--- src/rtl/ex_stage_pkg.sv ---
// Shared definitions for the execute stage: ID/EX bus layout, ALU and mult/div op codes.
package ex_stage_pkg;

  localparam int unsigned MdCyclesDefault = 32;

  localparam int unsigned IdexW        = 93;
  localparam int unsigned IdexAOff     = 0;
  localparam int unsigned IdexBOff     = 32;
  localparam int unsigned IdexWeBit    = 64;
  localparam int unsigned IdexAluOff   = 65;
  localparam int unsigned IdexDstOff   = 69;
  localparam int unsigned IdexCinBit   = 74;
  localparam int unsigned IdexMdOff    = 75;
  localparam int unsigned IdexValidBit = 78;

  typedef enum logic [3:0] {
    AluAnd = 4'b0000,
    AluOr  = 4'b0001,
    AluAdd = 4'b0010,
    AluXor = 4'b0011,
    AluSub = 4'b0110,
    AluSlt = 4'b0111,
    AluNor = 4'b1100
  } alu_ctl_e;

  typedef enum logic [2:0] {
    MdNone  = 3'b000,
    MdMult  = 3'b001,
    MdMultu = 3'b010,
    MdDiv   = 3'b011,
    MdDivu  = 3'b100,
    MdMfhi  = 3'b101,
    MdMflo  = 3'b110,
    MdRsvd  = 3'b111
  } md_op_e;

  function automatic logic md_is_start(md_op_e op);
    return op inside {MdMult, MdMultu, MdDiv, MdDivu};
  endfunction

endpackage

--- src/rtl/ex_stage_muldiv_iter.sv ---
// Iterative radix-2 unit: shift-add multiply and restoring divide on magnitudes,
// sign fix-up on the final iteration. Owns the HI/LO registers.
module ex_stage_muldiv_iter
  import ex_stage_pkg::*;
#(
  parameter int unsigned MdCycles = MdCyclesDefault
) (
  input  logic        clk_i,
  input  logic        rst_ni,
  input  logic        start_i,
  input  md_op_e      op_i,
  input  logic [31:0] a_i,
  input  logic [31:0] b_i,
  output logic        busy_o,
  output logic        done_o,
  output logic [31:0] hi_o,
  output logic [31:0] lo_o
);

  localparam int unsigned CntW = $clog2(MdCycles);

  typedef enum logic [0:0] {StIdle, StBusy} state_e;

  state_e          state_q;
  logic [CntW-1:0] cnt_q;
  logic [63:0]     p_q, p_d;
  logic [31:0]     opnd_q, a_raw_q, hi_q, lo_q;
  logic            is_div_q, neg_prod_q, neg_rem_q, div0_q;

  logic        st_signed, st_div, a_neg, b_neg;
  logic [31:0] a_mag, b_mag;
  logic [32:0] mul_sum, div_r, div_diff;
  logic [63:0] prod_fix;
  logic [31:0] quo_fix, rem_fix, hi_fin, lo_fin;
  logic        last;

  // Operand preparation at start
  always_comb begin
    st_signed = (op_i == MdMult) || (op_i == MdDiv);
    st_div    = (op_i == MdDiv) || (op_i == MdDivu);
    a_neg     = st_signed & a_i[31];
    b_neg     = st_signed & b_i[31];
    a_mag     = a_neg ? (~a_i + 32'd1) : a_i;
    b_mag     = b_neg ? (~b_i + 32'd1) : b_i;
  end

  // One iteration; p_q holds {acc, multiplier} or {remainder, dividend/quotient}
  always_comb begin
    mul_sum  = {1'b0, p_q[63:32]} + (p_q[0] ? {1'b0, opnd_q} : 33'd0);
    div_r    = {p_q[63:32], p_q[31]};
    div_diff = div_r - {1'b0, opnd_q};
    if (is_div_q) begin
      if (div_r >= {1'b0, opnd_q}) p_d = {div_diff[31:0], p_q[30:0], 1'b1};
      else                         p_d = {div_r[31:0], p_q[30:0], 1'b0};
    end else begin
      p_d = {mul_sum, p_q[31:1]};
    end

    prod_fix = neg_prod_q ? (~p_d + 64'd1) : p_d;
    quo_fix  = neg_prod_q ? (~p_d[31:0] + 32'd1) : p_d[31:0];
    rem_fix  = neg_rem_q ? (~p_d[63:32] + 32'd1) : p_d[63:32];
    if (!is_div_q) begin
      hi_fin = prod_fix[63:32];
      lo_fin = prod_fix[31:0];
    end else if (div0_q) begin
      hi_fin = a_raw_q;
      lo_fin = 32'hFFFF_FFFF;
    end else begin
      hi_fin = rem_fix;
      lo_fin = quo_fix;
    end
  end

  assign last = (cnt_q == CntW'(MdCycles - 1));

  always_ff @(posedge clk_i or negedge rst_ni) begin
    if (!rst_ni) begin
      state_q    <= StIdle;
      cnt_q      <= '0;
      p_q        <= '0;
      opnd_q     <= '0;
      a_raw_q    <= '0;
      is_div_q   <= 1'b0;
      neg_prod_q <= 1'b0;
      neg_rem_q  <= 1'b0;
      div0_q     <= 1'b0;
      hi_q       <= '0;
      lo_q       <= '0;
    end else begin
      unique case (state_q)
        StIdle: begin
          if (start_i) begin
            state_q    <= StBusy;
            cnt_q      <= '0;
            is_div_q   <= st_div;
            opnd_q     <= st_div ? b_mag : a_mag;
            p_q        <= {32'd0, st_div ? a_mag : b_mag};
            a_raw_q    <= a_i;
            neg_prod_q <= a_neg ^ b_neg;
            neg_rem_q  <= a_neg;
            div0_q     <= st_div & (b_i == 32'd0);
          end
        end
        StBusy: begin
          p_q   <= p_d;
          cnt_q <= cnt_q + CntW'(1);
          if (last) begin
            hi_q    <= hi_fin;
            lo_q    <= lo_fin;
            state_q <= StIdle;
          end
        end
        default: state_q <= StIdle;
      endcase
    end
  end

  assign busy_o = (state_q == StBusy);
  assign done_o = busy_o & last;
  assign hi_o   = hi_q;
  assign lo_o   = lo_q;

endmodule

--- src/rtl/ex_stage.sv ---
// Execute stage: combinational ALU, HI/LO-hazard stall and EX/MEM output muxing
// around the iterative mult/div unit.
module ex_stage
  import ex_stage_pkg::*;
#(
  parameter int unsigned MdCycles = MdCyclesDefault
) (
  input  logic             clk,
  input  logic             rst,
  input  logic [IdexW-1:0] idex_bus,
  output logic [31:0]      ex_result,
  output logic             ex_we,
  output logic [4:0]       ex_dst,
  output logic             ex_valid,
  output logic             stall,
  output logic             md_busy
);

  logic [31:0] op_a, op_b, alu_result, hi, lo;
  logic        wr_en, cin, valid, is_start, is_mf, md_start, md_done;
  logic [4:0]  dst;
  alu_ctl_e    alu_ctl;
  md_op_e      md_op;
  logic        unused_bits;

  assign op_a    = idex_bus[IdexAOff +: 32];
  assign op_b    = idex_bus[IdexBOff +: 32];
  assign wr_en   = idex_bus[IdexWeBit];
  assign alu_ctl = alu_ctl_e'(idex_bus[IdexAluOff +: 4]);
  assign dst     = idex_bus[IdexDstOff +: 5];
  assign cin     = idex_bus[IdexCinBit];
  assign md_op   = md_op_e'(idex_bus[IdexMdOff +: 3]);
  assign valid   = idex_bus[IdexValidBit];

  assign unused_bits = ^{idex_bus[IdexW-1:IdexValidBit+1], md_done};

  assign is_start = md_is_start(md_op);
  assign is_mf    = (md_op == MdMfhi) || (md_op == MdMflo);
  // Only ops touching the unit or HI/LO wait; plain ALU ops overlap a busy unit
  assign stall    = valid & (is_start | is_mf) & md_busy;
  assign md_start = valid & is_start & ~md_busy;

  always_comb begin
    case (alu_ctl)
      AluAnd:  alu_result = op_a & op_b;
      AluOr:   alu_result = op_a | op_b;
      AluAdd:  alu_result = op_a + op_b + {31'd0, cin};
      AluXor:  alu_result = op_a ^ op_b;
      AluSub:  alu_result = op_a - op_b;
      AluSlt:  alu_result = {31'd0, $signed(op_a) < $signed(op_b)};
      AluNor:  alu_result = ~(op_a | op_b);
      default: alu_result = 32'd0;
    endcase
  end

  always_comb begin
    ex_valid = valid & ~stall;
    ex_we    = wr_en & valid & ~stall & ~is_start;
    ex_dst   = dst;
    case (md_op)
      MdMfhi:  ex_result = hi;
      MdMflo:  ex_result = lo;
      default: ex_result = alu_result;
    endcase
  end

  ex_stage_muldiv_iter #(
    .MdCycles(MdCycles)
  ) u_muldiv (
    .clk_i  (clk),
    .rst_ni (rst),
    .start_i(md_start),
    .op_i   (md_op),
    .a_i    (op_a),
    .b_i    (op_b),
    .busy_o (md_busy),
    .done_o (md_done),
    .hi_o   (hi),
    .lo_o   (lo)
  );

endmodule

--- config.mk ---
export PLATFORM = sky130hd
export DESIGN_NAME = ex_stage
export DESIGN_NICKNAME = d
export VERILOG_FILES = /design/src/rtl/ex_stage_pkg.sv /design/src/rtl/ex_stage_muldiv_iter.sv /design/src/rtl/ex_stage.sv
export SDC_FILE = /design/constraint.sdc
export NUM_CORES = 1
export LEC_CHECK = 0
export BUFFER_PORTS_ARGS = -buffer_cell sky130_fd_sc_hd__buf_2
export CORE_ASPECT_RATIO = 0.75
export CORE_UTILIZATION = 50
export DETAILED_ROUTE_END_ITERATION = 8
export PLACE_DENSITY_LB_ADDON = 0.12
export SLEW_MARGIN = 20
export SYNTH_ARGS = -nofsm -noshare
export SYNTH_HDL_FRONTEND = slang
export SYNTH_HIERARCHICAL = 1
export SYNTH_SLANG_ARGS = --single-unit
--- constraint.sdc ---
create_clock -name clk -period 13.1 [get_ports clk]
set_input_delay 2.62 -clock clk [delete_from_list [all_inputs] [get_ports clk]]
set_output_delay 2.62 -clock clk [all_outputs]
set_load 0.02 [all_outputs]
==> flow_metrics.env, run 1 <==
export IMPL_switching_share=0.546
export IMPL_area_delta_synth_final_pct=6.92
export IMPL_row_count=69
export IMPL_netlist_area_mm2=0.0239
export IMPL_synth_cell_type_count=107
export IMPL_path_buf_inv=5
export IMPL_intPower_mw=3.05
export IMPL_rsz0062_at_grt="no"
export IMPL_drv_slew=0
export IMPL_worstPathArrival_ns=6.51
export IMPL_yosysMostFrequentCell="nand2_1"
export IMPL_synthFlopType="dfrtp_1"
export IMPL_p_comb_frac=0.715
export IMPL_cts_hold_buf=0
export IMPL_dp_hpwl_um=72800
export IMPL_worst_pin_slew_ns=1.14
export IMPL_postCtsSetupBuffers=0
export IMPL_cts_sinks=202
export IMPL_holdCritPathClass="flip-flop to flip-flop"
export IMPL_nNetsFinal=3397
export IMPL_clock_latency_ns=0.55
export IMPL_setup_violations=0
export IMPL_vias=25700
export IMPL_detail_route_wl_per_cell_um=25.2
export IMPL_numCtsBuffers=22
export IMPL_place_congestion=1.02
export IMPL_worst_setup_path_end_kind="output port"
export IMPL_worst_ir_drop_vdd_v=0.000215
export IMPL_htreeDepth=1
export IMPL_multiInputGateArea_mm2=0.0174
export IMPL_die_y_um=192
export IMPL_placed_cell_area_mm2=0.0248
export IMPL_antenna_left=0
export IMPL_leakage_nw=10.8
export IMPL_critPathSlowestCell="o41ai_2"
export IMPL_cp_top_family="compound AO/OA/AOI/OAI gates"
export IMPL_reg2reg_slack_ns=5.83
export IMPL_crit_required_ns=10.48
export IMPL_relSlewSlack=0.234
export IMPL_fin_skew_ns=0.0241
export IMPL_grt_max_degree=78
export IMPL_dieArea_mm2=0.0488
export IMPL_ys_seq_area_frac=0.211
export IMPL_crit_path_max_incr_delay_ns=0.83
export IMPL_maxCapViolations=0
export IMPL_synthCells=3160
export IMPL_drive_gt1_frac=0.101
export IMPL_routed_wl_um=95400
export IMPL_crit_fanout=8
export IMPL_fin_area_mm2=0.0256
export IMPL_path_clk_slew_ns=0.06
export IMPL_period_minus_slack_ns=9.13
export IMPL_hold_viol_final=0
export IMPL_placement_io_buffers=111
export IMPL_drc_errors=0
export IMPL_seq_power_share=0.181
export IMPL_register_area_mm2=0.00506
export IMPL_synth_edf_count=0
export IMPL_worstSetupPathType="input pin to output port"
export IMPL_firstDrtPassIters=7
export IMPL_tritoncts="yes"
export IMPL_cts_root_buf="clkbuf_16"
export IMPL_post_cts_resized=0
export IMPL_synth_top_area_share=0.211
export IMPL_grt_usage=0.382
export IMPL_die_x_um=255
export IMPL_start_util=0.506
export IMPL_cts_path_max_buffers=3
export IMPL_ys_ff_latch=202
export IMPL_period_share=0.697
export IMPL_yosys_top_cells_count="nand2_1, nor2_1, a21oi_1, dfrtp_1, o21ai_0"
export IMPL_p_switching_mw=3.67
export IMPL_powerDensity_mw_per_mm2=262
export IMPL_synth_async_reset_ratio=1.00
export IMPL_synth_nets=3428
export IMPL_core_area_mm2=0.0473
export IMPL_fin_tns_setup_ns=0
export IMPL_grt_pass1_vias=22900
export IMPL_ys_warn_count=6
export IMPL_clkPwrFrac=0.104
export IMPL_startpoint_type="input pin"
export IMPL_grt_pass1_wl_um=142000
export IMPL_drt_iter0_drc=3176
export IMPL_antenna_found_initial=8
export IMPL_synth_area_per_cell_um2=7.58
export IMPL_cp_cell_sequence="buf_2 > inv_1 > ha_1 > inv_1 > fa_1 > nand2b_1 > a21oi_1 > o211ai_2 > a211oi_2 > o41ai_2 > o211ai_1 > a2111oi_1 > buf_4 > o21ai_0 > nand2_1 > buf_2"
export IMPL_synth_top_area_cell="dfrtp_1"
export IMPL_grt_remaining_overflow=0
export IMPL_routed_via_density=6.79
export IMPL_netlist_top_cells_area="dfrtp_1, ha_1, a21oi_1"
export IMPL_nFillCells=4683
export IMPL_num_io_pins=136
export IMPL_fmax_mhz=110
export IMPL_status="complete, no violations"
[per-stage QoR]
stage	hold slack, ns	instances	util	worst slack (ns)	total power [mW]
2_1_floorplan	0.449	3160	-	5.15	4.58
3_3_place_gp	0.472	3744	0.524	4.14	5.74
3_5_place_dp	0.484	3744	0.524	4.14	5.83
4_1_cts	0.499	3784	0.541	4.12	6.56
5_1_grt	0.513	3785	0.541	3.92	7.16
6_report	0.500	3786	0.541	3.97	6.72
[cells in the final DEF, fill, tap and decap left out, types with 35 or more instances in the layout]
cell type | synthesis | final
mux2i_1 | 58 | 58
a211oi_1 | 85 | 85
o21ai_0 | 201 | 201
o211ai_1 | 48 | 48
dfrtp_1 | 202 | 200
o31ai_1 | 40 | 40
a22oi_1 | 46 | 46
nor4_1 | 51 | 50
nand2_1 | 280 | 279
buf_4 | 10 | 51
and3_1 | 37 | 37
a21oi_1 | 262 | 261
inv_1 | 169 | 168
nor2_1 | 264 | 260
nor3_1 | 73 | 72
xor2_1 | 83 | 83
o22a_1 | 35 | 35
buf_2 | 32 | 110
and2_1 | 52 | 53
a21o_1 | 46 | 45
xnor2_1 | 99 | 99
nand3_1 | 58 | 58
ha_1 | 168 | 168
mux2_2 | 39 | 39
nand4_1 | 42 | 42
[cell type report]
type / instances / area share
Clock inverter: 10 / 0.00635
Sequential cell: 202 / 0.198
Tap cell: 639 / 0.0312
Multi-Input combinational cell: 2568 / 0.678
Clock buffer: 30 / 0.0243
Timing Repair Buffer: 162 / 0.0370
Inverter: 173 / 0.0254
Antenna cell: 2 / 0.000195
[per-layer routing]
metal	vias up	GRT usage	wire length, um
li1	11600	-	-
met1	12500	0.577	43600
met2	1380	0.546	39400
met3	165	0.0832	10300
met4	6	0.0792	2040
met5	-	0	42
[power by group through the flow]
stage	combinational, mW	sequential [mW]	clock [mW]
after floorplan	3.51	1.07	0
after global placement	4.53	1.21	0
after detailed placement	4.61	1.22	0
after CTS	4.64	1.21	0.706
after global routing	5.18	1.24	0.736
final	4.80	1.22	0.699
[flip-flops by register name, indices dropped and copies added, names as in the netlist]
name                 flops
u_muldiv/opnd_q         32
u_muldiv/div0_q          1
u_muldiv/cnt_q           5
u_muldiv/neg_prod_q      1
u_muldiv/busy_o          1
u_muldiv/neg_rem_q       1
u_muldiv/lo_o           32
u_muldiv/hi_o           32
u_muldiv/is_div_q        1
u_muldiv/a_raw_q        32
u_muldiv/p_q            64
[worst reg2reg max path: cells and delay by family, from the launching register on]
kind / cells / cell delay (ns)
AND/OR/NAND/NOR: 8 / 3.46
AO/OA/AOI/OAI: 8 / 1.58
flip-flops: 1 / 0.44
XOR/XNOR: 1 / 0.21
buffers and inverters: 4 / 0.80
adder cells (fa/ha/maj): 2 / 0.64
[cell families (layout without fill, tap and decap cells)]
logic type | after synthesis | count (layout) | share of synthesized area
other | 0 | 2 | 0
buffers and inverters | 390 | 375 | 0.0663
muxes | 97 | 97 | 0.0426
xor gates and xnor gates | 182 | 182 | 0.0666
AOI/OAI and AO/OA | 1094 | 1094 | 0.312
and+or+nand+nor | 1022 | 1022 | 0.210
adders and majority gates | 173 | 173 | 0.0920
DFF | 202 | 202 | 0.211
[path summary, 6_finish.rpt]
check | from | endpoint | cells after the start
worst max-delay path | idex_bus[0] | ex_result[0] | 16
worst min-delay path | u_muldiv/a_raw_q[1]$_DFFE_PN0P_ | u_muldiv/a_raw_q[1]$_DFFE_PN0P_ | 2
worst max register to register | u_muldiv/p_q[33]$_DFFE_PN0P_ | u_muldiv/hi_o[22]$_DFFE_PN0P_ | 23
worst min register to register | u_muldiv/a_raw_q[1]$_DFFE_PN0P_ | u_muldiv/a_raw_q[1]$_DFFE_PN0P_ | 2
max in group asynchronous | rst | u_muldiv/is_div_q$_DFFE_PN0P_ | 3
min in group asynchronous | rst | u_muldiv/p_q[61]$_DFFE_PN0P_ | 1
(Power assumes the default switching activity.)
==> inputs of run 2 (changes only) <==
==> constraint.sdc (replaced) <==
create_clock -name clk -period 9.4 [get_ports clk]
set_input_delay 1.88 -clock clk [delete_from_list [all_inputs] [get_ports clk]]
set_output_delay 1.88 -clock clk [all_outputs]
set_load 0.02 [all_outputs]
==> flow_metrics.env, run 2 (same netlist as run 1, synthesis figures left out) <==
export IMPL_grt_pass1_wl_um=143000
export IMPL_row_count=69
export IMPL_met1_usage=0.585
export IMPL_cp_startpoint="u_muldiv/p_q[32]$_DFFE_PN0P_"
export IMPL_cts_root_buf="clkbuf_16"
export IMPL_largest_register_ffs=64
export IMPL_layout_common_cells="nand2_1, a21oi_1, nor2_1"
export IMPL_period_minus_slack_ns=7.78
export IMPL_die_x_um=255
export IMPL_tritoncts="yes"
export IMPL_path_clk_slew_ns=0.07
export IMPL_start_util=0.506
export IMPL_reg2reg_slack_ns=1.62
export IMPL_routed_wl_um=96700
export IMPL_hold_start="u_muldiv/hi_o[8]$_DFFE_PN0P_"
export IMPL_dp_hpwl_um=74500
export IMPL_grt_max_degree=78
export IMPL_drc_errors=0
export IMPL_startpoint_type="flip-flop"
export IMPL_worst_pin_slew_ns=1.18
export IMPL_fin_skew_ns=0.0177
export IMPL_cts_sinks=202
export IMPL_rsz0062_at_grt="no"
export IMPL_htreeDepth=1
export IMPL_cts_hold_buf=0
export IMPL_rr_worst_depth=22
export IMPL_maxCapViolations=0
export IMPL_grt_pass1_vias=23000
export IMPL_powerDensity_mw_per_mm2=366
export IMPL_core_area_mm2=0.0473
export IMPL_antenna_found_initial=7
export IMPL_relSlewSlack=0.209
export IMPL_top_usage_layer="met1"
export IMPL_clock_latency_ns=0.54
export IMPL_postCtsSetupBuffers=0
export IMPL_drive_gt1_frac=0.104
export IMPL_vias=25700
export IMPL_worstReg2RegEnd="u_muldiv/hi_o[22]$_DFFE_PN0P_"
export IMPL_grtUsageMet2=0.540
export IMPL_leakage_nw=10.8
export IMPL_nNetsFinal=3401
export IMPL_area_delta_synth_final_pct=6.95
export IMPL_met3_usage=0.0832
export IMPL_multiInputGateArea_mm2=0.0174
export IMPL_cts_path_max_buffers=3
export IMPL_post_cts_resized=0
export IMPL_detail_route_wl_per_cell_um=25.5
export IMPL_crit_fanout=9
export IMPL_final_core_util=0.541
export IMPL_regToRegStartpoint="u_muldiv/p_q[32]$_DFFE_PN0P_"
export IMPL_fmax_mhz=129
export IMPL_final_common_cell="nand2_1"
export IMPL_place_congestion=1.02
export IMPL_top_register="u_muldiv/p_q"
export IMPL_placement_io_buffers=111
export IMPL_hold_viol_final=0
export IMPL_grt_remaining_overflow=0
export IMPL_numCtsBuffers=23
export IMPL_nFillCells=4674
export IMPL_worstSetupPathType="flip-flop to flip-flop"
export IMPL_num_io_pins=136
export IMPL_antenna_left=0
export IMPL_status="complete, no violations"
export IMPL_critical_path_endpoint="u_muldiv/hi_o[22]$_DFFE_PN0P_"
export IMPL_dieArea_mm2=0.0488
export IMPL_routed_via_density=6.77
export IMPL_worst_setup_path_end_kind="flip-flop"
export IMPL_worst_ir_drop_vdd_v=0.000320
export IMPL_setup_violations=0
export IMPL_fin_tns_setup_ns=0
export IMPL_firstDrtPassIters=7
export IMPL_crit_required_ns=9.79
export IMPL_die_y_um=192
export IMPL_period_share=0.827
export IMPL_drv_slew=0
export IMPL_register_area_mm2=0.00506
export IMPL_grt_usage=0.387
export IMPL_drt_iter0_drc=2936
export IMPL_holdCritPathClass="flip-flop to flip-flop"
export IMPL_worstPathArrival_ns=8.17
-- run 2: per-stage QoR --
| stage | power (mW) | hold slack [ns] | setup slack (ns) | instance area, um2 | std cells |
|---|---|---|---|---|---|
| final | 9.38 | 0.499 | 1.62 | 25600 | 3790 |
| after detailed placement | 8.19 | 0.486 | 2.01 | 24800 | 3747 |
| after CTS | 9.16 | 0.500 | 1.96 | 25600 | 3788 |
| after global routing | 10.0 | 0.517 | 1.39 | 25600 | 3788 |
| after global placement | 8.07 | 0.471 | 1.98 | 24800 | 3747 |
| after floorplan | 6.38 | 0.449 | 2.93 | 23900 | 3160 |
-- run 2: worst min path at each step --
stage / endpoint / slack [ns] / cells past startpoint
2_1_floorplan: u_muldiv/hi_o[8]$_DFFE_PN0P_ / 0.45 / 2
6_report: u_muldiv/hi_o[8]$_DFFE_PN0P_ / 0.50 / 2
5_1_grt: u_muldiv/lo_o[21]$_DFFE_PN0P_ / 0.52 / 1
3_5_place_dp: u_muldiv/hi_o[9]$_DFFE_PN0P_ / 0.49 / 2
3_3_place_gp: u_muldiv/a_raw_q[0]$_DFFE_PN0P_ / 0.47 / 2
4_1_cts: u_muldiv/hi_o[8]$_DFFE_PN0P_ / 0.50 / 2
-- run 2: power breakdown --
| group | total, mW | leakage [nW] | internal [mW] | switching (mW) |
|---|---|---|---|---|
| clock network | 0.935 | 0.376 | 0.527 | 0.408 |
| registers | 1.70 | 2.39 | 1.26 | 0.434 |
| logic | 6.75 | 8.03 | 2.42 | 4.33 |
-- run 2: area by class of cell --
| type | instances | share of cell area |
|---|---|---|
| multi-input cells | 2568 | 0.678 |
| well taps | 639 | 0.0312 |
| clock inverters | 14 | 0.00591 |
| diodes | 2 | 0.000195 |
| repair buffers | 165 | 0.0379 |
| inverters | 173 | 0.0254 |
| clock buffers | 27 | 0.0238 |
| flip-flops and latches | 202 | 0.198 |
-- run 2: critical path: stages, from the launching register on --
cell and delay (ns):
dfrtp_1 0.47, ha_1 0.47, nor2b_1 0.20, o21ba_2 0.23
o21ai_1 0.31, a21oi_1 0.27, o21ai_1 0.97, a31oi_1 0.19
buf_4 0.23, inv_1 0.06, ha_1 0.20, o211ai_1 0.09
or4_1 0.56, nor3_2 0.22, buf_4 0.20, nand2_1 0.16
or3_1 0.59, or4_1 0.45, or4_1 0.60, nor3_1 0.65
a21oi_1 0.17, xnor2_1 0.19, o221ai_1 0.14
-- run 2: layer usage --
| metal | wire length (um) | vias to the layer above |
|---|---|---|
| met3 | 10200 | 193 |
| li1 | - | 11600 |
| met4 | 3120 | 8 |
| met2 | 39000 | 1331 |
| met1 | 44300 | 12500 |
| met5 | 54 | - |
